`src/rtl/ad7606_pkg.sv`:
```
// rtl/ad7606_pkg.sv - shared states and default timing for the AD7606 conversion sequencer
package ad7606_pkg;

  typedef enum logic [2:0] {
    RESET_AD,
    IDLE,
    CONV,
    WAIT_BH,
    WAIT_BL,
    READ,
    GAP
  } ad7606_state_t;

  localparam int RST_PULSE_CYC_DEF  = 5;
  localparam int CONVST_LOW_CYC_DEF = 2;
  localparam int BUSY_TIMEOUT_DEF   = 500;
  localparam int PERIOD_W_DEF       = 24;
  localparam int CNT_W_DEF          = 8;
  localparam int CH_NUM             = 8;

endpackage

```
`src/rtl/ad7606_period_tmr.sv`:
```
// rtl/ad7606_period_tmr.sv - conversion period down-counter; expired holds until the next load
module ad7606_period_tmr #(
  parameter int PERIOD_W = 24
) (
  input  logic                clk,
  input  logic                rst_n,
  input  logic                load,
  input  logic [PERIOD_W-1:0] load_val,
  output logic                expired
);

  logic [PERIOD_W-1:0] cnt;

  // Loaded with period-1 so expired is already high in the cycle before the period ends,
  // letting the sequencer drop convst exactly period cycles after the previous fall.
  always_ff @(posedge clk or negedge rst_n) begin
    if (!rst_n) begin
      cnt     <= '0;
      expired <= 1'b1;
    end else if (load) begin
      cnt     <= (load_val == '0) ? '0 : load_val - PERIOD_W'(1);
      expired <= (load_val <= PERIOD_W'(1));
    end else if (cnt != '0) begin
      cnt     <= cnt - PERIOD_W'(1);
      expired <= (cnt == PERIOD_W'(1));
    end
  end

endmodule

```
`src/rtl/ad7606_conv_sched.sv`:
```
// rtl/ad7606_conv_sched.sv - AD7606 reset/CONVST/BUSY sequencer with per-conversion read requests
// Optional: define SAMPLE_TS_EN to add the sample_ts timestamp output.
module ad7606_conv_sched
  import ad7606_pkg::*;
#(
  parameter int RST_PULSE_CYC  = RST_PULSE_CYC_DEF,
  parameter int CONVST_LOW_CYC = CONVST_LOW_CYC_DEF,
  parameter int BUSY_TIMEOUT   = BUSY_TIMEOUT_DEF,
  parameter int PERIOD_W       = PERIOD_W_DEF,
  parameter int CNT_W          = CNT_W_DEF
) (
  input  logic                clk,
  input  logic                rst_n,
  input  logic                start,
  input  logic                abort,
  input  logic [PERIOD_W-1:0] period,
  input  logic [CNT_W-1:0]    burst_len,
  input  logic                ad_busy,
  input  logic                rd_done,
  output logic                ad_rst,
  output logic                convst,
  output logic                rd_req,
  output logic [CNT_W-1:0]    sample_idx,
  output logic                active,
  output logic                burst_done,
  output logic                timeout_err,
  output logic                overrun_err
`ifdef SAMPLE_TS_EN
  ,
  output logic [31:0]         sample_ts
`endif
);

  localparam int RST_W = $clog2(RST_PULSE_CYC + 1);
  localparam int CLW   = $clog2(CONVST_LOW_CYC + 1);
  localparam int TMO_W = $clog2(BUSY_TIMEOUT + 1);
  localparam logic [RST_W-1:0] RST_LAST = RST_W'(RST_PULSE_CYC - 1);
  localparam logic [CLW-1:0]   CL_LAST  = CLW'(CONVST_LOW_CYC - 1);
  localparam logic [TMO_W-1:0] TMO_LAST = TMO_W'(BUSY_TIMEOUT - 1);

  ad7606_state_t       state;
  logic [RST_W-1:0]    rst_cnt;
  logic [CLW-1:0]      conv_cnt;
  logic [TMO_W-1:0]    tmo_cnt;
  logic [PERIOD_W-1:0] period_q;
  logic [CNT_W-1:0]    burst_len_q;
  logic [CNT_W-1:0]    idx_next;
  logic                abort_pend;
  logic                last_conv;
  logic                start_ok;
  logic                gap_go;
  logic                tmr_load;
  logic [PERIOD_W-1:0] tmr_val;
  logic                tmr_expired;

  assign idx_next  = sample_idx + CNT_W'(1);
  assign last_conv = (burst_len_q != '0) && (idx_next == burst_len_q);
  // Every convst falling edge reloads the period timer in the same cycle.
  assign start_ok  = (state == IDLE) && start;
  assign gap_go    = (state == GAP) && !abort && tmr_expired;
  assign tmr_load  = start_ok || gap_go;
  assign tmr_val   = start_ok ? period : period_q;

  ad7606_period_tmr #(.PERIOD_W(PERIOD_W)) u_tmr (
    .clk      (clk),
    .rst_n    (rst_n),
    .load     (tmr_load),
    .load_val (tmr_val),
    .expired  (tmr_expired)
  );

  always_ff @(posedge clk or negedge rst_n) begin
    if (!rst_n) begin
      state       <= RESET_AD;
      rst_cnt     <= '0;
      conv_cnt    <= '0;
      tmo_cnt     <= '0;
      period_q    <= '0;
      burst_len_q <= '0;
      abort_pend  <= 1'b0;
      ad_rst      <= 1'b1;
      convst      <= 1'b1;
      rd_req      <= 1'b0;
      sample_idx  <= '0;
      active      <= 1'b0;
      burst_done  <= 1'b0;
      timeout_err <= 1'b0;
      overrun_err <= 1'b0;
    end else begin
      rd_req     <= 1'b0;
      burst_done <= 1'b0;
      // Period 0 means back-to-back, so an always-expired timer is not an overrun.
      if ((state == WAIT_BH || state == WAIT_BL || state == READ) &&
          tmr_expired && period_q != '0)
        overrun_err <= 1'b1;
      case (state)
        RESET_AD: begin
          if (rst_cnt == RST_LAST) begin
            ad_rst <= 1'b0;
            state  <= IDLE;
          end else begin
            rst_cnt <= rst_cnt + RST_W'(1);
          end
        end
        IDLE: begin
          if (start) begin
            period_q    <= period;
            burst_len_q <= burst_len;
            timeout_err <= 1'b0;
            overrun_err <= 1'b0;
            sample_idx  <= '0;
            abort_pend  <= 1'b0;
            active      <= 1'b1;
            convst      <= 1'b0;
            conv_cnt    <= '0;
            state       <= CONV;
          end
        end
        CONV: begin
          if (abort) abort_pend <= 1'b1;
          if (conv_cnt == CL_LAST) begin
            convst  <= 1'b1;
            tmo_cnt <= '0;
            state   <= WAIT_BH;
          end else begin
            conv_cnt <= conv_cnt + CLW'(1);
          end
        end
        WAIT_BH: begin
          if (abort) abort_pend <= 1'b1;
          if (ad_busy) begin
            tmo_cnt <= '0;
            state   <= WAIT_BL;
          end else if (tmo_cnt == TMO_LAST) begin
            timeout_err <= 1'b1;
            active      <= 1'b0;
            ad_rst      <= 1'b1;
            rst_cnt     <= '0;
            state       <= RESET_AD;
          end else begin
            tmo_cnt <= tmo_cnt + TMO_W'(1);
          end
        end
        WAIT_BL: begin
          if (abort) abort_pend <= 1'b1;
          if (!ad_busy) begin
            if (abort_pend || abort) begin
              active <= 1'b0;
              state  <= IDLE;
            end else begin
              rd_req <= 1'b1;
              state  <= READ;
            end
          end else if (tmo_cnt == TMO_LAST) begin
            timeout_err <= 1'b1;
            active      <= 1'b0;
            ad_rst      <= 1'b1;
            rst_cnt     <= '0;
            state       <= RESET_AD;
          end else begin
            tmo_cnt <= tmo_cnt + TMO_W'(1);
          end
        end
        READ: begin
          if (abort) abort_pend <= 1'b1;
          if (rd_done) begin
            // Final conversion takes priority over a coincident abort.
            if (last_conv) begin
              burst_done <= 1'b1;
              active     <= 1'b0;
              state      <= IDLE;
            end else if (abort_pend || abort) begin
              active <= 1'b0;
              state  <= IDLE;
            end else begin
              sample_idx <= idx_next;
              state      <= GAP;
            end
          end
        end
        GAP: begin
          if (abort) begin
            active <= 1'b0;
            state  <= IDLE;
          end else if (tmr_expired) begin
            convst   <= 1'b0;
            conv_cnt <= '0;
            state    <= CONV;
          end
        end
        default: state <= RESET_AD;
      endcase
    end
  end

`ifdef SAMPLE_TS_EN
  logic [31:0] ts_cnt;

  always_ff @(posedge clk or negedge rst_n) begin
    if (!rst_n) begin
      ts_cnt    <= '0;
      sample_ts <= '0;
    end else begin
      ts_cnt <= ts_cnt + 32'd1;
      if (tmr_load) sample_ts <= ts_cnt;
    end
  end
`endif

endmodule
```
`config.mk`:
```
export PLATFORM = sky130hd
export DESIGN_NAME = ad7606_conv_sched
export DESIGN_NICKNAME = d
export VERILOG_FILES = /design/src/rtl/ad7606_pkg.sv /design/src/rtl/ad7606_period_tmr.sv /design/src/rtl/ad7606_conv_sched.sv
export SDC_FILE = /design/constraint.sdc
export NUM_CORES = 1
export LEC_CHECK = 0
export ABC_AREA = 1
export BUFFER_PORTS_ARGS = -buffer_cell sky130_fd_sc_hd__buf_4
export CORE_ASPECT_RATIO = 1.2
export CORE_MARGIN = 2
export CORE_UTILIZATION = 50
export DETAILED_ROUTE_END_ITERATION = 6
export PLACE_DENSITY_LB_ADDON = 0.08
export SYNTH_ARGS = -nofsm -noshare
export SYNTH_HDL_FRONTEND = slang
export SYNTH_SLANG_ARGS = --single-unit
```
`constraint.sdc`:
```
create_clock -name clk -period 2.8 [get_ports clk]
set_clock_uncertainty 0.05 [all_clocks]
set_input_delay 0.56 -clock clk [delete_from_list [all_inputs] [get_ports clk]]
set_output_delay 0.56 -clock clk [all_outputs]
set_load 0.01 [all_outputs]
```
==> results.toml, run 1 <==
[power_and_ir_drop]
seq_power_share_pct = 29.6
pwr-share-comb_pct = 52.8
power.leakage_nw = 3.56
powerDensity_nw_per_um2 = 1030
ir_drop_uv = 535
pwr-share-clk_pct = 17.7
p_switching_mw = 3.44
intPower_mw = 3.77
p_sw_share_pct = 47.7

[sta]
hold_slack_ps = 183
drv_slew = 0
fmax_ghz = 0.388
relSlewSlack_pct = 56.7
hold_viol_final = 0
worst_pin_slew_ps = 650
rsz0062_at_grt = "false"
final.setup.tns_ps = 0
min_period_ps = 2580
post-route-period-util_pct = 92.0
setup_violations = 0

[global_routing]
met1_usage_pct = 27.7
grt_max_degree = 48
first_global_vias = 5853
grt_pass1_wl_um = 27100
grt_overflow = 0
met2_usage_pct = 49.2
track_usage_pct = 25.7
antenna_found_initial = 0
use_met3_pct = 3.30
top_usage_layer = "met2"

[yosys]
ys_ff_latch = 90
synth_nets = 927
synth_top_area_cell = "dfrtp_1"
synth_common_cells = "nand2_1 (256), inv_1 (125), nor2_1 (106), dfrtp_1 (87), nand3_1 (61)"
ys.flop_type = "dfrtp_1"
yosys_warnings = 0
synth_cell_type_count = 49
synthCells = 881
synth_edf_count = 0
synth.most_common_cell = "nand2_1"
mappedNetlistArea_sq_um = 6080
synth_top_area_share_pct = 35.8
synth.area.top_cells = "dfrtp_1 (36%), nand2_1 (16%), inv_1 (7.7%)"
avgSynthCellArea_sq_um = 6.90
async_flop_share_pct = 100
seq_area_frac_synth_pct = 37.1

[critical_path]
start_kind = "flip-flop"
arrival_ps = 2760
critical_path_required_ps = 2980
crit_type = "reg2reg"
path_max_fanout = 14
crit_path_end_kind = "flip-flop"

[die]
rows = 44
die_x_um = 105
core_area_sq_um = 12000
ios = 53
die-area_sq_um = 13100
start_util_pct = 50.6
fp.dieH_um = 125

[drt]
via_per_inst = 5.24
wl_per_cell_um = 14.7
first_pass_iters = 5
route.detailed.drc = 0
drtIter0Drc = 344
vias = 5787
antenna_left = 0
drt_wl_total_um = 16300

[place]
place_congestion = 0.960
dp_cells = 1088
place_hpwl_um = 12500
port_buffers = 52

[cts]
post_cts_resized = 0
cts_hold_buf = 0
post_cts_buffers = 0
cts.clk_slew.worst_paths_ps = 70
cts_sinks = 90
cts_root_buf = "clkbuf_16"
numCtsBuffers = 9
clock_latency_ps = 350
cts_tree = "yes"
clockBufferDepth = 2
ctsHtreeMaxLevel = 3

[cells_and_area]
diodes = 0
syn_to_final_growth_pct = 14.7
num-fill-cells = 1178
layout-drive-gt1-share_pct = 14.6
final_nets = 985
fin_cells = 1105

[flow_run]
max-cap-violations = 0

[status]
status = "completed"

[worst_hold_path]
hold_path.class = "in2async"
-- cell type report --
| type | instances | area (sq um) | share of cell area (%) |
|---|---|---|---|
| Sequential cell | 90 | 2260 | 32.4 |
| Inverter | 131 | 494 | 7.09 |
| Clock buffer | 10 | 239 | 3.43 |
| Clock inverter | 6 | 75.1 | 1.08 |
| Timing Repair Buffer | 65 | 500 | 7.18 |
| Tap cell | 161 | 201 | 2.89 |
| Multi-Input combinational cell | 642 | 3200 | 46.0 |
-- stage by stage --
stage	cell area, sq um	utilization, %	worst slack [ps]	total power [mW]
global placement	6640	55.3	191	5.81
detailed placement	6640	55.3	151	5.88
global route	6970	58.1	38.8	7.85
floorplan	6080	-	757	4.97
finish	6970	58.1	223	7.20
CTS	6950	57.9	128	7.18
-- worst paths after layout --
path	startpoint	end	slack, ps	cells past startpoint
setup / recovery	state[1]	u_tmr.cnt[12]	220	11
hold / removal	rst_n	tmo_cnt[0]	180	1
setup reg to reg	state[1]	u_tmr.cnt[12]	220	11
hold reg to reg	active	active	440	2
max in group asynchronous	rst_n	period_q[15]	1780	2
min in group clk	burst_len[6]	burst_len_q[6]	370	3
-- power by group through the flow --
stage / sequential (mW) / combinational [mW] / clock (mW)
CTS: 2.13 / 3.76 / 1.30
finish: 2.13 / 3.80 / 1.27
floorplan: 2.06 / 2.91 / 0
detailed placement: 2.15 / 3.73 / 0
global route: 2.19 / 4.31 / 1.34
global placement: 2.13 / 3.67 / 0
-- cell usage in the layout (no fill, tap or decap), types with 3 or more instances in the layout --
master	netlist	final
nand2_1	256	256
inv_1	125	125
nor2_1	106	105
dfrtp_1	87	87
buf_4	2	64
nand3_1	61	61
o21ai_0	41	41
a21oi_1	36	36
nand4_1	18	18
xor2_1	15	15
nand3_2	12	12
nand3b_1	9	9
clkbuf_16	0	9
nor2_2	8	8
ha_1	8	8
nand2_2	7	7
nor4_1	7	7
nor2_4	4	6
a31oi_1	6	6
xnor2_1	6	6
nor3_1	6	6
inv_2	5	5
o21ai_1	5	5
a21oi_2	5	5
or2_2	4	4
dfstp_2	3	3
clkinv_4	0	3
-- worst max-delay path, cell delays in order, from the launching register on --
cell	delay, ps
dfrtp_1	430
inv_2	150
nand2_2	160
nor2_8	270
nand3_1	100
nand2_1	190
ha_1	260
nand3_4	130
nor2_1	360
nand3_1	150
nand3_2	140
a21oi_2	60
-- flip-flops by register name (all words and copies together), names as in the netlist --
register       flops
rst_cnt            3
active             1
overrun_err        1
ad_rst             1
rd_req             1
convst             1
abort_pend         1
tmo_cnt            9
sample_idx         8
timeout_err        1
burst_done         1
conv_cnt           2
u_tmr.cnt         24
period_q          24
u_tmr.expired      1
burst_len_q        8
state              3
-- cells by family (layout without fill, tap and decap cells) --
| kind of cell | Yosys count | count (layout) | share of synthesized area, % |
|---|---|---|---|
| AND/OR/NAND/NOR | 506 | 507 | 37.9 |
| XOR/XNOR | 21 | 21 | 3.03 |
| flip-flops | 90 | 90 | 37.1 |
| adder cells (fa/ha/maj) | 8 | 8 | 1.65 |
| buffers and inverters | 150 | 212 | 10.5 |
| AO/OA/AOI/OAI | 106 | 106 | 9.82 |
-- metal layers --
layer / wire (um) / up-vias
met4: 520 / 0
met2: 8700 / 123
met1: 6550 / 2708
met5: 0 / -
met3: 490 / 36
li1: - / 2920
No activity file was read; power rests on OpenSTA's default activity.
==> run 2: changes to the inputs <==
--- a/config.mk
+++ b/config.mk
@@ -10,6 +10,7 @@
 export CORE_ASPECT_RATIO = 1.2
 export CORE_MARGIN = 2
 export CORE_UTILIZATION = 50
+export CTS_BUF_LIST = sky130_fd_sc_hd__clkbuf_4
 export DETAILED_ROUTE_END_ITERATION = 6
 export PLACE_DENSITY_LB_ADDON = 0.08
 export SYNTH_ARGS = -nofsm -noshare
==> results.toml, run 2 (synthesis gave the netlist of run 1 again) <==
[sta]
fmax_ghz = 0.387
drv_slew = 0
worst_pin_slew_ps = 653
final.setup.tns_ps = 0
relSlewSlack_pct = 56.5
setup_violations = 0
rsz0062_at_grt = "false"
min_period_ps = 2590
hold_viol_final = 0
hold_slack_ps = 44.6
post-route-period-util_pct = 92.4

[cells_and_area]
num-fill-cells = 1203
largestRegisters = "period_q (24), u_tmr.cnt (24), tmo_cnt (9)"
final_cell_mix = "nand2_1 (256), inv_1 (125), nor2_1 (105)"
final_nets = 984
final_util_pct = 56.6
layout-drive-gt1-share_pct = 14.5
layout_commonest_cell = "nand2_1"
syn_to_final_growth_pct = 11.8
fin_cells = 1105

[global_routing]
antenna_found_initial = 1
first_global_vias = 5817
grt_pass1_wl_um = 26800
grt_max_degree = 48
track_usage_pct = 25.5
grt_overflow = 0

[critical_path]
crit_path_cell_trace = "inv_2 > nand2_2 > nor2_8 > nand3_1 > nand2_1 > ha_1 > nand3_4 > inv_2 > nand2_1 > o21ai_0 > nand3_2 > a21oi_2"
critPathMaxStageDelay_ps = 450
slowest_stage = "dfrtp_1"
path_buf_inv = 2
arrival_ps = 2940
critical_path_required_ps = 3150
crit_path_end_kind = "flip-flop"
crit_type = "reg2reg"
reg2reg_depth = 12
r2r_slack_ps = 210
r2r-end = "u_tmr.cnt[10]"
start_kind = "flip-flop"
path_delay_family = "simple AND/OR/NAND/NOR gates"
path_max_fanout = 27
rr_startpoint = "state[1]"

[power_and_ir_drop]
power.leakage_nw = 3.48
powerDensity_nw_per_um2 = 978
ir_drop_uv = 460

[drt]
wl_per_cell_um = 14.4
route.detailed.drc = 1
first_pass_iters = 7
drtIter0Drc = 309
via_per_inst = 5.23
antenna_left = 0
drt_wl_total_um = 16000
vias = 5784

[cts]
clock_latency_ps = 470
cts_sinks = 90
numCtsBuffers = 9
cts_hold_buf = 0
clockBufferDepth = 2
cts_root_buf = "clkbuf_4"
ctsHtreeMaxLevel = 3
cts.clk_slew.worst_paths_ps = 150
cts_tree = "yes"

[place]
place_hpwl_um = 12500
place_congestion = 0.960
dp_cells = 1088
port_buffers = 52

[die]
core_area_sq_um = 12000
fp.dieH_um = 125
start_util_pct = 50.6
rows = 44
die_x_um = 105
ios = 53
die-area_sq_um = 13100

[status]
status = "complete, but fails checks"
violations = "DRC"

[worst_hold_path]
hold_path.class = "in2async"

[flow_run]
max-cap-violations = 0
==> run 2: layer usage <==
metal	vias up	global-route usage, %	share of wire (%)
met5	-	0	0
met4	0	10.9	3.1
met3	36	3.56	2.8
met2	124	48.7	53
met1	2710	27.6	41
li1	2914	-	-
==> run 2: stage by stage <==
step | instance area (sq um) | worst slack (ps) | total power, mW
after floorplan | 6080 | 757 | 4.97
after global placement | 6640 | 191 | 5.81
after detailed placement | 6640 | 151 | 5.88
after CTS | 6780 | 117 | 6.65
after global routing | 6790 | 24.8 | 7.29
final | 6790 | 214 | 6.65
==> run 2: worst max path at each step <==
stage / depth (start not counted) / end / slack [ps] / start
global placement: 13 / u_tmr.cnt[18] / 190 / start
detailed placement: 13 / u_tmr.cnt[18] / 150 / state[0]
CTS: 14 / u_tmr.cnt[18] / 120 / state[1]
global route: 11 / u_tmr.cnt[20] / 20 / state[2]
floorplan: 13 / u_tmr.cnt[18] / 760 / state[1]
finish: 12 / u_tmr.cnt[10] / 210 / state[1]
==> run 2: cell type report <==
type | count | area (sq um) | share of cell area (%)
antenna | 1 | 2.50 | 0.0368
clock buffer | 9 | 67.6 | 0.995
clock inverter | 7 | 78.8 | 1.16
inverter | 131 | 494 | 7.28
multi-input combinational | 641 | 3190 | 47.0
sequential | 90 | 2260 | 33.2
tap | 161 | 201 | 2.97
timing repair buffer | 65 | 500 | 7.37
==> run 2: what timing repair did <==
| action | CTS | global route |
|---|---|---|
| resized for setup | 0 | 3 |
| setup buffers | 0 | 0 |
| setup endpoints to repair | 0 | 4 |
==> run 2: power breakdown <==
| group | total [mW] | switching (mW) | internal, mW |
|---|---|---|---|
| clock network | 0.767 | 0.487 | 0.280 |
| registers | 2.12 | 0.343 | 1.78 |
| logic | 3.75 | 2.51 | 1.24 |
| total | 6.65 | 3.34 | 3.30 |
==> run 2: worst reg2reg max path: cells and delay by family, from the launching register on <==
family | cells | cell delay (ps)
AND/OR/NAND/NOR | 7 | 1140
adder cells (fa/ha/maj) | 1 | 260
buffers and inverters | 2 | 240
AO/OA/AOI/OAI | 2 | 390
flip-flops | 1 | 450
==> run 3: changes to the inputs <==
--- a/config.mk
+++ b/config.mk
@@ -7,9 +7,11 @@
 export LEC_CHECK = 0
 export ABC_AREA = 1
 export BUFFER_PORTS_ARGS = -buffer_cell sky130_fd_sc_hd__buf_4
+export CELL_PAD_IN_SITES_DETAIL_PLACEMENT = 0
+export CELL_PAD_IN_SITES_GLOBAL_PLACEMENT = 1
 export CORE_ASPECT_RATIO = 1.2
 export CORE_MARGIN = 2
-export CORE_UTILIZATION = 50
+export CORE_UTILIZATION = 48
 export CTS_BUF_LIST = sky130_fd_sc_hd__clkbuf_4
 export DETAILED_ROUTE_END_ITERATION = 6
 export PLACE_DENSITY_LB_ADDON = 0.08
==> constraint.sdc (replaced) <==
create_clock -name clk -period 3.3 [get_ports clk]
set_clock_uncertainty 0.05 [all_clocks]
set_input_delay 0.66 -clock clk [delete_from_list [all_inputs] [get_ports clk]]
set_output_delay 0.66 -clock clk [all_outputs]
set_load 0.01 [all_outputs]
==> results.toml, run 3 (synthesis gave the netlist of run 1 again) <==
[power_and_ir_drop]
intPower_mw = 2.72
ir_drop_uv = 370
pwr-share-clk_pct = 10.5
pwr-share-comb_pct = 57.1
power.leakage_nw = 3.46
p_sw_share_pct = 51.3
powerDensity_nw_per_um2 = 829
p_switching_mw = 2.87
seq_power_share_pct = 32.4

[cts]
post_cts_buffers = 0
cts_sinks = 90
post_cts_resized = 0
cts_root_buf = "clkbuf_4"
numCtsBuffers = 9
ctsHtreeMaxLevel = 3
clock_latency_ps = 470
cts_hold_buf = 0
clockBufferDepth = 2
cts_tree = "yes"
cts.clk_slew.worst_paths_ps = 170

[critical_path]
start_kind = "flip-flop"
rr_startpoint = "state[2]"
cp-startpoint = "state[2]"
r2r-end = "u_tmr.cnt[18]"
crit_type = "reg2reg"
r2r_slack_ps = 420
reg2reg_depth = 14
critical_path_required_ps = 3670
arrival_ps = 3250
path_max_fanout = 36
endpoint = "u_tmr.cnt[18]"
crit_path_end_kind = "flip-flop"

[sta]
hold_slack_ps = 106
setup_violations = 0
post-route-period-util_pct = 87.2
worst_slack_ps = 423
hold_viol_final = 0
drv_slew = 0
final.setup.tns_ps = 0
min_period_ps = 2880
relSlewSlack_pct = 48.4
worst_pin_slew_ps = 755
fmax_ghz = 0.348
rsz0062_at_grt = "false"

[cells_and_area]
fin_cells = 1105
syn_to_final_growth_pct = 11.1
largestRegisters = "period_q (24), u_tmr.cnt (24), tmo_cnt (9)"
layout_commonest_cell = "nand2_1"
final_util_pct = 54.0
layout-drive-gt1-share_pct = 14.1
final_nets = 981
final_cell_mix = "nand2_1 (256), inv_1 (125), nor2_1 (106)"

[global_routing]
antenna_found_initial = 1
grt_overflow = 0
grt_max_degree = 54
first_global_vias = 5812
grt_pass1_wl_um = 27500
track_usage_pct = 25.6

[place]
place_ws_ps = 418
port_buffers = 52
place_congestion = 0.975
place_hpwl_um = 12900
dp_cells = 1088

[die]
die-area_sq_um = 13600
rows = 45
fp.dieH_um = 127
die_x_um = 107
start_util_pct = 48.6
core_area_sq_um = 12500
ios = 53

[flow_run]
max-cap-violations = 0

[worst_hold_path]
hold_path.class = "in2async"

[status]
status = "completed"

[drt]
drt_wl_total_um = 16600
wl_per_cell_um = 15.0
antenna_left = 0
via_per_inst = 5.26
vias = 5817
first_pass_iters = 7
route.detailed.drc = 0
drtIter0Drc = 425
run 3: metal layers:
metal	track usage (%)	part of all wire, %
met2	46.9	52
met4	12.9	4.3
met5	0	0
met1	28.8	41
met3	3.57	2.8
run 3: worst min path at each step:
stage / end / slack [ps] / cells after the start
after floorplan: abort_pend / 310 / 0
after global placement: conv_cnt[1] / 420 / 2
after detailed placement: conv_cnt[1] / 430 / 2
after CTS: abort_pend / 120 / 1
after global routing: tmo_cnt[0] / 110 / 1
final: tmo_cnt[0] / 110 / 1
run 3: power by group through the flow:
stage | clock network (mW) | logic, mW | registers, mW
5_1_grt | 0.655 | 3.64 | 1.87
3_5_place_dp | 0 | 3.18 | 1.83
6_report | 0.588 | 3.19 | 1.81
2_1_floorplan | 0 | 2.47 | 1.75
3_3_place_gp | 0 | 3.13 | 1.83
4_1_cts | 0.605 | 3.19 | 1.81
run 3: final cells by class:
cell class	count	area (sq um)
Multi-Input combinational cell	641	3180
Fill cell	1275	5750
Clock buffer	9	67.6
Sequential cell	90	2260
Antenna cell	1	2.50
Clock inverter	7	52.6
Timing Repair Buffer	62	490
Tap cell	164	205
Inverter	131	494
run 3: critical path, cell delays in order (launching register included):
cell	delay (ps)
dfrtp_1	640
inv_4	130
nand4_4	220
buf_12	230
nand2_1	70
nand2_1	190
ha_1	280
nand3_4	120
nor2_2	340
nand3_1	130
nand2_1	70
nand2_1	60
nor2_1	160
nor2_1	60
nor2_1	80
run 3: metrics by stage:
stage                     area [sq um]  power (mW)
after floorplan                   6080        4.22
after global placement            6630        4.96
after detailed placement          6630        5.02
after CTS                         6750        5.61
after global routing              6750        6.17
final                             6750        5.60
